`config.mk`:
```
export PLATFORM = sky130hd
export DESIGN_NAME = ex_stage_bru
export DESIGN_NICKNAME = d
export VERILOG_FILES = /design/src/rtl/ex_stage_bru_pkg.sv /design/src/rtl/ex_stage_bru_pred_table.sv /design/src/rtl/ex_stage_bru.sv
export SDC_FILE = /design/constraint.sdc
export NUM_CORES = 2
export LEC_CHECK = 0
export CAP_MARGIN = 20
export CORE_ASPECT_RATIO = 1.75
export CORE_MARGIN = 2
export CORE_UTILIZATION = 40
export CTS_BUF_LIST = sky130_fd_sc_hd__clkbuf_16
export CTS_CLUSTER_DIAMETER = 30
export DETAILED_ROUTE_END_ITERATION = 7
export PLACE_DENSITY = 0.65
export SLEW_MARGIN = 15
export SYNTH_ARGS = -nofsm -noshare
export SYNTH_HDL_FRONTEND = slang
export SYNTH_HIERARCHICAL = 1
export SYNTH_SLANG_ARGS = --single-unit
```
`constraint.sdc`:
```
create_clock -name clk -period 6.1 [get_ports clk]
set_clock_uncertainty 0.05 [all_clocks]
set_input_delay 1.22 -clock clk [delete_from_list [all_inputs] [get_ports clk]]
set_output_delay 1.22 -clock clk [all_outputs]
set_load 0.05 [all_outputs]
```
`src/rtl/ex_stage_bru_pkg.sv`:
```
// Shared constants for the EX-stage branch resolution unit and its predictor tables.
package ex_stage_bru_pkg;

  // Default class-vector layout
  localparam int BJ_BUS      = 8;
  localparam int BJ_JALR_DEF = 0;

  // 2-bit BHT counter encodings
  localparam logic [1:0] BHT_SNT = 2'b00;
  localparam logic [1:0] BHT_WNT = 2'b01;
  localparam logic [1:0] BHT_WT  = 2'b10;
  localparam logic [1:0] BHT_ST  = 2'b11;

  // Why the EX stage is redirecting the front end
  typedef enum logic [1:0] {
    RD_NONE  = 2'd0,
    RD_DIR   = 2'd1,  // direction mispredicted
    RD_TGT   = 2'd2,  // taken as predicted, wrong target
    RD_ALIAS = 2'd3   // BTB hit on a non-branch instruction
  } rd_cause_e;

  // Saturating 2-bit counter step
  function automatic logic [1:0] bht_next(input logic [1:0] c, input logic taken);
    if (taken) return (c == BHT_ST)  ? BHT_ST  : c + 2'd1;
    else       return (c == BHT_SNT) ? BHT_SNT : c - 2'd1;
  endfunction

endpackage

```
`src/rtl/ex_stage_bru_pred_table.sv`:
```
// BHT + direct-mapped BTB storage: combinational lookup port, one update port.
module ex_stage_bru_pred_table
  import ex_stage_bru_pkg::*;
#(
  parameter int XLEN      = 64,
  parameter int BHT_DEPTH = 64,
  parameter int BTB_DEPTH = 16
) (
  input  logic            clk,
  input  logic            rst_n,
  input  logic [XLEN-1:0] lk_pc,
  output logic            lk_taken,
  output logic [XLEN-1:0] lk_target,
  input  logic [XLEN-1:0] up_pc,
  input  logic            up_bht_en,
  input  logic            up_taken,
  input  logic            up_btb_wr,
  input  logic            up_btb_inv,
  input  logic [XLEN-1:0] up_target
);

  localparam int BHT_IW = $clog2(BHT_DEPTH);
  localparam int BTB_IW = $clog2(BTB_DEPTH);
  localparam int TAG_W  = XLEN - BTB_IW - 2;

  logic [1:0]           bht     [BHT_DEPTH];
  logic [BTB_DEPTH-1:0] btb_vld;
  logic [TAG_W-1:0]     btb_tag [BTB_DEPTH];
  logic [XLEN-1:0]      btb_tgt [BTB_DEPTH];

  logic [BHT_IW-1:0] lk_bi, up_bi;
  logic [BTB_IW-1:0] lk_ti, up_ti;
  logic [TAG_W-1:0]  lk_tag, up_tag;
  logic              lk_hit;
  logic              unused_pc_lsbs;

  // Instructions are word aligned, so pc[1:0] never indexes or tags
  assign unused_pc_lsbs = ^{lk_pc[1:0], up_pc[1:0]};

  assign lk_bi  = lk_pc[BHT_IW+1:2];
  assign up_bi  = up_pc[BHT_IW+1:2];
  assign lk_ti  = lk_pc[BTB_IW+1:2];
  assign up_ti  = up_pc[BTB_IW+1:2];
  assign lk_tag = lk_pc[XLEN-1:BTB_IW+2];
  assign up_tag = up_pc[XLEN-1:BTB_IW+2];

  // Lookup reads registered state only, so a same-cycle update is not visible
  always_comb begin
    lk_hit    = btb_vld[lk_ti] & (btb_tag[lk_ti] == lk_tag);
    lk_taken  = lk_hit & bht[lk_bi][1];
    lk_target = lk_hit ? btb_tgt[lk_ti] : '0;
  end

  // BHT counters train on every resolved branch/jump
  always_ff @(posedge clk or negedge rst_n)
    if (!rst_n)         for (int i = 0; i < BHT_DEPTH; i++) bht[i] <= BHT_WNT;
    else if (up_bht_en) bht[up_bi] <= bht_next(bht[up_bi], up_taken);

  // BTB valid bits: set on taken install, cleared on alias false-hit
  always_ff @(posedge clk or negedge rst_n)
    if (!rst_n)          btb_vld <= '0;
    else if (up_btb_wr)  btb_vld[up_ti] <= 1'b1;
    else if (up_btb_inv) btb_vld[up_ti] <= 1'b0;

  // BTB payload needs no reset; it is qualified by the valid bit
  always_ff @(posedge clk)
    if (up_btb_wr) begin
      btb_tag[up_ti] <= up_tag;
      btb_tgt[up_ti] <= up_target;
    end

endmodule

```
`src/rtl/ex_stage_bru.sv`:
```
// EX-stage branch/jump resolution: outcome vs prediction, registered redirect,
// predictor training and performance counters.
module ex_stage_bru
  import ex_stage_bru_pkg::*;
#(
  parameter int XLEN      = 64,
  parameter int BJ_W      = BJ_BUS,
  parameter int BJ_JALR   = BJ_JALR_DEF,
  parameter int BHT_DEPTH = 64,
  parameter int BTB_DEPTH = 16,
  parameter int CNT_W     = 32
) (
  input  logic             clk,
  input  logic             rst_n,
  input  logic [XLEN-1:0]  if_pc,
  output logic             if_pred_taken,
  output logic [XLEN-1:0]  if_pred_target,
  input  logic             ex_valid,
  input  logic [XLEN-1:0]  ex_pc,
  input  logic [BJ_W-1:0]  ex_bj_info,
  input  logic [BJ_W-1:0]  ex_bj_data,
  input  logic [XLEN-1:0]  ex_jmp_imm,
  input  logic [XLEN-1:0]  ex_op1,
  input  logic             ex_pred_taken,
  input  logic [XLEN-1:0]  ex_pred_target,
  output logic             redirect_valid,
  output logic [XLEN-1:0]  redirect_pc,
  output logic [CNT_W-1:0] br_cnt,
  output logic [CNT_W-1:0] mis_cnt
);

  logic            is_bj, taken, act, mispred;
  logic [XLEN-1:0] sum, target, next_pc;
  rd_cause_e       cause;

  // Resolve the instruction and classify any mispredict; the shadow cycle
  // behind a redirect is a wrong-path slot and is ignored entirely
  always_comb begin
    is_bj   = |ex_bj_info;
    taken   = |(ex_bj_info & ex_bj_data);
    sum     = ex_jmp_imm + (ex_bj_info[BJ_JALR] ? ex_op1 : ex_pc);
    target  = sum & ~XLEN'(1);
    next_pc = taken ? target : ex_pc + XLEN'(4);
    act     = ex_valid & ~redirect_valid;
    cause   = RD_NONE;
    if (act) begin
      if (~is_bj & ex_pred_taken)                    cause = RD_ALIAS;
      else if (ex_pred_taken != taken)               cause = RD_DIR;
      else if (taken & (ex_pred_target != target))   cause = RD_TGT;
    end
    mispred = (cause != RD_NONE);
  end

  // Redirect pulses the cycle after a mispredict; the PC holds otherwise
  always_ff @(posedge clk or negedge rst_n)
    if (!rst_n) begin
      redirect_valid <= 1'b0;
      redirect_pc    <= '0;
    end else begin
      redirect_valid <= mispred;
      if (mispred) redirect_pc <= next_pc;
    end

  // Performance counters, free-running and wrapping
  always_ff @(posedge clk or negedge rst_n)
    if (!rst_n) begin
      br_cnt  <= '0;
      mis_cnt <= '0;
    end else begin
      br_cnt  <= br_cnt  + CNT_W'(act & is_bj);
      mis_cnt <= mis_cnt + CNT_W'(mispred);
    end

  ex_stage_bru_pred_table #(
    .XLEN      (XLEN),
    .BHT_DEPTH (BHT_DEPTH),
    .BTB_DEPTH (BTB_DEPTH)
  ) u_tbl (
    .clk        (clk),
    .rst_n      (rst_n),
    .lk_pc      (if_pc),
    .lk_taken   (if_pred_taken),
    .lk_target  (if_pred_target),
    .up_pc      (ex_pc),
    .up_bht_en  (act & is_bj),
    .up_taken   (taken),
    .up_btb_wr  (act & is_bj & taken),
    .up_btb_inv (cause == RD_ALIAS),
    .up_target  (target)
  );

endmodule

```
### Word level (Yosys, flattened, before mapping)

Memories as Yosys holds them, arrays and structs flattened.
Index checks and enable logic that the tools add are counted.

| operators by class | value |
|---|---|
| $add $sub $neg | 6 |
| multiply operators | 0 |
| divide/modulo/power cells | 0 |
| order comparisons | 6 |
| equal/unequal tests | 5 |
| shift operators | 0 |
| muxes and demuxes | 28 |
| bitwise logic cells | 16 |
| reduce and logical (&&, ||, !) cells | 7 |

Operators with widths:

| operator | number |
|---|---|
| $mux W64 | 3 |
| $bwmux W128 | 1 |
| $add A32 B1 Y32 | 2 |
| $add A64 B3 Y64 const B | 1 |
| $add A64 B64 Y64 | 1 |
| $ne A64 B64 Y1 | 1 |
| $eq A58 B58 Y1 | 1 |
| $mux W16 | 2 |
| $mux W2 | 13 |
| $bmux W2 S6 | 2 |
| $and A16 B16 Y16 | 1 |
| $not A16 Y16 | 1 |
| $or A16 B16 Y16 | 1 |
| $reduce_or A8 Y1 | 2 |
| $ge A7 B7 Y1 const B | 2 |
| $not A6 Y7 | 2 |
| $demux W2 S6 | 1 |
| $lt A4 B5 Y1 const B | 2 |
| $and A1 B1 Y1 | 8 |
| $and A8 B8 Y8 | 1 |
| $lt A7 B1 Y1 const B | 1 |
| $bmux W1 S4 | 1 |
| $demux W1 S4 | 1 |
| $eq A2 B2 Y1 const B | 2 |
| 9 further kinds | 15 |

| word-level totals | value |
|---|---|
| register bits | 273 |
| bits in latches | 0 |
| RAM bits | 1,936 |
| ROM bits | 0 |
| bits of input ports | 340 |
| output and inout port bits | 194 |
| logic and storage cells | 139 |
| memories kept | 2 |

Memory list:

| name | words | width | read ports | clocked after Yosys merged registers in | wr ports | line | text |
|---|---|---|---|---|---|---|---|
| u_tbl.btb_tgt | 16 | 63 | 1 | 0 | 1 | ex_stage_bru_pred_table.sv:29 | `logic [XLEN-1:0] btb_tgt [BTB_DEPTH];` |
| u_tbl.btb_tag | 16 | 58 | 1 | 0 | 1 | ex_stage_bru_pred_table.sv:28 | `logic [TAG_W-1:0] btb_tag [BTB_DEPTH];` |

### Depth between registers and ports, before layout

| logic depth | value |
|---|---|
| depth in word-level cells | 11 |
| mapped depth | 29 |
| depth with buffers taken out | 25 |

### Hierarchy

Netlist, hierarchy kept.

Modules (own cells, without submodules):

| module | times used | cells each | area each (um^2) | sequential area each (um^2) |
|---|---|---|---|---|
| ex_stage_bru_pred_table | 1 | 4,153 | 83,908.0 | 62,299.8 |
| ex_stage_bru | 1 | 1,711 | 14,127.3 | 3,228.1 |

### Worst setup path after synthesis

OpenSTA, ideal clock, no wires.

| timing path | value |
|---|---|
| path kind | input-to-reg |
| start | in ex_bj_info[0] |
| end | mem u_tbl/btb_tag[13][0] (netlist name), enable pin |
| setup time | 605 ps |
| data arrival time | 8,015 ps |
| required time | 5,445 ps |
| path slack | -2,570 ps |
| stages | 9 |
| buffers on the path | 4 |
| cell sequence | buf_2 > a22oi_1 > nand4_1 > clkbuf_1 > clkbuf_1 > buf_1 > and2_1 > nand3_1 > nor2_1 |

| on the way | value |
|---|---|
| word-level cells in the longest chain between the ends | 5 |
| elaborated cells on any way between the ends | 7 |
| those cells by class | mux (2); bitwise (3); reduce/logical (2) |

RTL lines:

| item | line | text |
|---|---|---|
| start, declared | ex_stage_bru.sv:20 | `input logic [BJ_W-1:0] ex_bj_info,` |
| $and A8 B8 Y8 | ex_stage_bru.sv:40 | `taken = \|(ex_bj_info & ex_bj_data);` |
| $reduce_or A8 Y1 | ex_stage_bru.sv:40 |  |
| net taken | ex_stage_bru.sv:32 | `logic is_bj, taken, act, mispred;` |
| $and A1 B1 Y1 | ex_stage_bru.sv:87 | `.up_btb_wr (act & is_bj & taken),` |
| $mux W1 | ex_stage_bru_pred_table.sv:67 | `if (up_btb_wr) begin` |
| $mux W1 (implied by the code) | ex_stage_bru_pred_table.sv:68 | `btb_tag[up_ti] <= up_tag;` |
| end, declared | ex_stage_bru_pred_table.sv:28 |  |

The timed path passes the listed nets, and every way through them passes these cells.

### Worst setup path in the final report

| timing path | value |
|---|---|
| start | in if_pc[4] |
| end | out if_pred_target[43] |

| on the way | value |
|---|---|
| word-level cells in the longest chain between the ends | 4 |
| elaborated cells on any way between the ends | 7 |
| those cells by class | eq/ne (1); mux (3); bitwise (1); memory (2) |

RTL lines:

| item | line | text |
|---|---|---|
| start, declared | ex_stage_bru.sv:15 | `input logic [XLEN-1:0] if_pc,` |
| $mem_v2 Z16 W58 or $bmux W1 S4 (tied branches) | n/a |  |
| $eq A58 B58 Y1 or $mux W1 (tied branches) | ex_stage_bru_pred_table.sv:49 | `lk_hit = btb_vld[lk_ti] & (btb_tag[lk_ti] == lk_tag);` |
| $and A1 B1 Y1 | ex_stage_bru_pred_table.sv:49 |  |
| $mux W64 * | ex_stage_bru_pred_table.sv:51 | `lk_target = lk_hit ? btb_tgt[lk_ti] : '0;` |
| end, declared | ex_stage_bru.sv:17 | `output logic [XLEN-1:0] if_pred_target,` |

Mark *: on every way between the ends. The rest lies on a longest branch, timed or not. The select of a mux whose other input is x is not followed.

==> results by group <==
Run status
  – Result of the run: finished with violations
  – Violated checks: negative setup slack

Routing
  – Number of vias after detailed routing: 65,578
  – Residual DRC count: 0
  – Number of DRC violations after detailed-routing iteration 0: between 7,000 and 8,000
  – Detail-routed net length per standard cell: around 33 um
  – Total wire length after detailed routing: 372 mm
  – Antenna Nets Post-Route: 0
  – Per-cell via count in the routed design: approximately 6
  – Pre-antenna DRT Iters: 6

Floorplan
  – Core region area: about 240,000 sq um
  – Die X: between 300 and 400 um
  – Vertical die dimension: between 600 and 700 um
  – Initial core utilization: about two fifths
  – Die ar.: roughly 250,000 sq um
  – Row count: 240
  – Boundary pin count: 534

Place
  – Placed wire-length estimate after detailed placement: 262 mm
  – Number of I/O port buffers: roughly 530
  – Worst setup slack after placement: -2.02 ns
  – Placed Area: between 100,000 and 150,000 sq um
  – Count of placed standard cells including taps: 10,495
  – Final GP Congestion: around 1

Setup path
  – Crit path arrival time: just under 5 ns
  – Highest net fanout along the worst path: 18
  – Launch instance of the worst register-to-register path: redirect_valid
  – R2r worst-path depth: 5
  – Kind of launch point of the worst setup path: input port
  – Data required time at the worst endpoint: ~4.8 ns
  – Reg-to-Reg End: u_tbl/btb_tag[13][1]
  – Internal reg-to-reg setup slack: between 2 and 3 ns
  – Crit. End Element: output port
  – Category of the most critical setup path: in2out

Finish
  – Fraction of final layout cells sized beyond drive strength 1: a little under two fifths
  – Final Net Count: about 8,000
  – Area growth syn-to-layout: 32.2%
  – Post-route standard cell area excluding fillers: between 100,000 and 150,000 sq um
  – Final core utilization: between 50% and 60%
  – FILL cells: about 20,000
  – Non-filler cells in the finished layout: between 10,000 and 15,000

CTS
  – Buffer levels on the longest clock path: 4
  – CTS sink count: 2,225
  – Root buffer selected by CTS: clkbuf_16
  – Clock transition time at the flip-flop clock pins of the worst setup and hold paths: around 0.07 ns
  – Clock tree from TritonCTS: done
  – Clock latency at the later pin of the worst-skew pair: 0.83 ns
  – CTS H-tree depth: 5
  – Hold buffer count at cts: 0
  – Number of buffers created by CTS: 286

Power
  – Total power consumption of the routed design: 43.3 mW
  – Cell leakage power: around 46 nW
  – Total power divided by cell area: 334 nW/um^2
  – Maximum VDD drop: 0.000274 V

Synth
  – Synth area leader: edfxtp_1
  – Top cells by area in the synthesized netlist: edfxtp_1 60%, mux4_2 13%, dfrtp_1 5.3%, nand2_1 2.0%, dfstp_2 1.7%
  – Total standard cell area after synthesis: slightly below 100,000 sq um
  – Post-synth EDFFs: about 2,000
  – Fraction of post-synthesis cell area in the top cell type by area: roughly 60%
  – Synthesized area divided by synthesized cell count: roughly 17 sq um
  – Synth cell count leaders: 1,952 x edfxtp_1, 546 x mux4_2, 513 x nand2_1
  – Fraction of registers with async set/reset: between 10% and 20%
  – Distinct cell type count after synthesis: around 110
  – Seq cells post-synth: 2,225
  – Most used DFF post-synth: edfxtp_1
  – Mapped Cells: ~5,900
  – Seq/Total Area, Yosys: about two thirds
  – Synth warn: 6
  – Cell with the most instances after synthesis: edfxtp_1

GRT
  – Antenna violations before repair: 40
  – Wire length of the first global-routing pass: slightly above 500 mm
  – Global route overflow: 0
  – Pin count of the biggest net entering global routing: between 150 and 200
  – Global-route usage over all layers: about 30%
  – Number of global-route vias before repair: roughly 66,000

Hold path
  – Min-delay worst type: in2async

Timing
  – Final critical path time including I/O delays and setup: around 6 ns
  – Setup TNS after final layout: -0.714 ns
  – Final period util: 101%
  – Highest clock rate: 162 MHz
  – Count of final setup violators: 36
  – Final-report hold violation count: 0
  – Actual transition at the worst max-transition pin: approximately 1.1 ns
  – Min Hold Slack: about 0.32 ns
  – Number of max-slew violations in the final report: 0
  – Unrepaired setup endpoints after global routing: true
  – Max-slew headroom: between 20% and 30%
  – Final worst slack: -0.0775 ns

Job
  – Reported max-cap violation count: 0
## per-layer routing
metal / wire [um] / vias up / part of all wire (%) / GRT usage (%)
li1: - / 26871 / - / -
met1: 135000 / 33910 / 36 / 36.7
met2: 177000 / 3942 / 48 / 47.6
met3: 35200 / 831 / 9.5 / 6.02
met4: 24800 / 24 / 6.7 / 16.0
met5: 177 / - / 0.048 / 0
## critical path, stage by stage
cell and delay [ns]:
buf_12 0.20, buf_12 0.21, or2b_4 0.35, o221ai_1 0.28
o21ai_1 0.11, a21oi_1 0.56, o2111ai_1 0.29, nor4_4 0.32
nand4_1 0.22, buf_12 0.25, buf_4 0.17, nor4_2 0.31
buf_4 0.21, buf_12 0.14
## power by group
part	switching, mW	internal [mW]	leakage [nW]
Sequential	0.470	17.7	20.9
Clock	7.12	10.3	4.85
Combinational	4.65	3.03	20.0
## placed cells by master (no fill, tap or decap), types with 33 or more instances in the layout
cell type,n
o21ai_0,209
mux2_2,88
xnor2_1,147
buf_4,1024
nor4_2,53
dfrtp_1,209
mux2_4,62
clkdlybuf4s50_1,452
and3_1,42
inv_1,46
a22oi_1,34
nand2_1,501
clkbuf_16,296
nor2_1,266
nand4_1,79
buf_12,209
mux2i_1,149
nand3_1,109
xor2_1,111
a21oi_1,163
dfstp_2,64
inv_6,62
ha_1,47
nor3_1,33
mux4_2,546
edfxtp_1,1952
## cells by family (layout without fill, tap and decap cells)
kind of cell / count (synthesis) / in the layout / share of synthesized area, %
simple gates: 1316 / 1317 / 6.65
mux: 852 / 852 / 16.1
other cells: 1 / 42 / 0.00383
xor+xnor: 289 / 289 / 2.67
buf+inv: 365 / 2304 / 2.03
compound gates: 748 / 748 / 4.84
fa+ha+maj: 68 / 68 / 0.876
flops: 2225 / 2225 / 66.8
## repair_timing
| item | 4_1_cts | 5_1_grt |
|---|---|---|
| gates resized for setup | 171 | 183 |
| pin swaps | 43 | 54 |
| setup endpoints to repair | 162 | 135 |
| gates cloned | 8 | 4 |
| buffers inserted | 25 | 38 |
## sequential cells by signal, summed over array words and instances (netlist names), named ones only
name	flops
br_cnt	32
u_tbl/bht	128
redirect_pc	64
u_tbl/btb_tgt	1024
u_tbl/btb_tag	928
mis_cnt	32
redirect_valid	1
## final cells by class
| type | instances | area, sq um | share of cell area [%] |
|---|---|---|---|
| well taps | 3267 | 4090 | 3.16 |
| inverters | 43 | 174 | 0.134 |
| diodes | 26 | 65.1 | 0.0502 |
| clock inverters | 228 | 2580 | 1.99 |
| flip-flops and latches | 2225 | 65500 | 50.6 |
| clock buffers | 293 | 7330 | 5.66 |
| multi-input cells | 3290 | 32500 | 25.1 |
| repair buffers | 1740 | 17300 | 13.4 |
## worst max path at each step
| stage | startpoint | end | slack, ns | depth (start not counted) |
|---|---|---|---|---|
| final | if_pc[4] | if_pred_target[43] | -0.08 | 14 |
| after global routing | if_pc[2] | if_pred_target[43] | -0.11 | 15 |
| after CTS | ex_bj_info[0] | mis_cnt[23] | -0.06 | 32 |
| after detailed placement | ex_pc[0] | mis_cnt[27] | -2.02 | 29 |
| after global placement | ex_pc[0] | mis_cnt[31] | -2.06 | 29 |
| after floorplan | ex_bj_info[0] | u_tbl/btb_tag[12][0] | -0.57 | 9 |
Power figures use the tool's default switching activity.
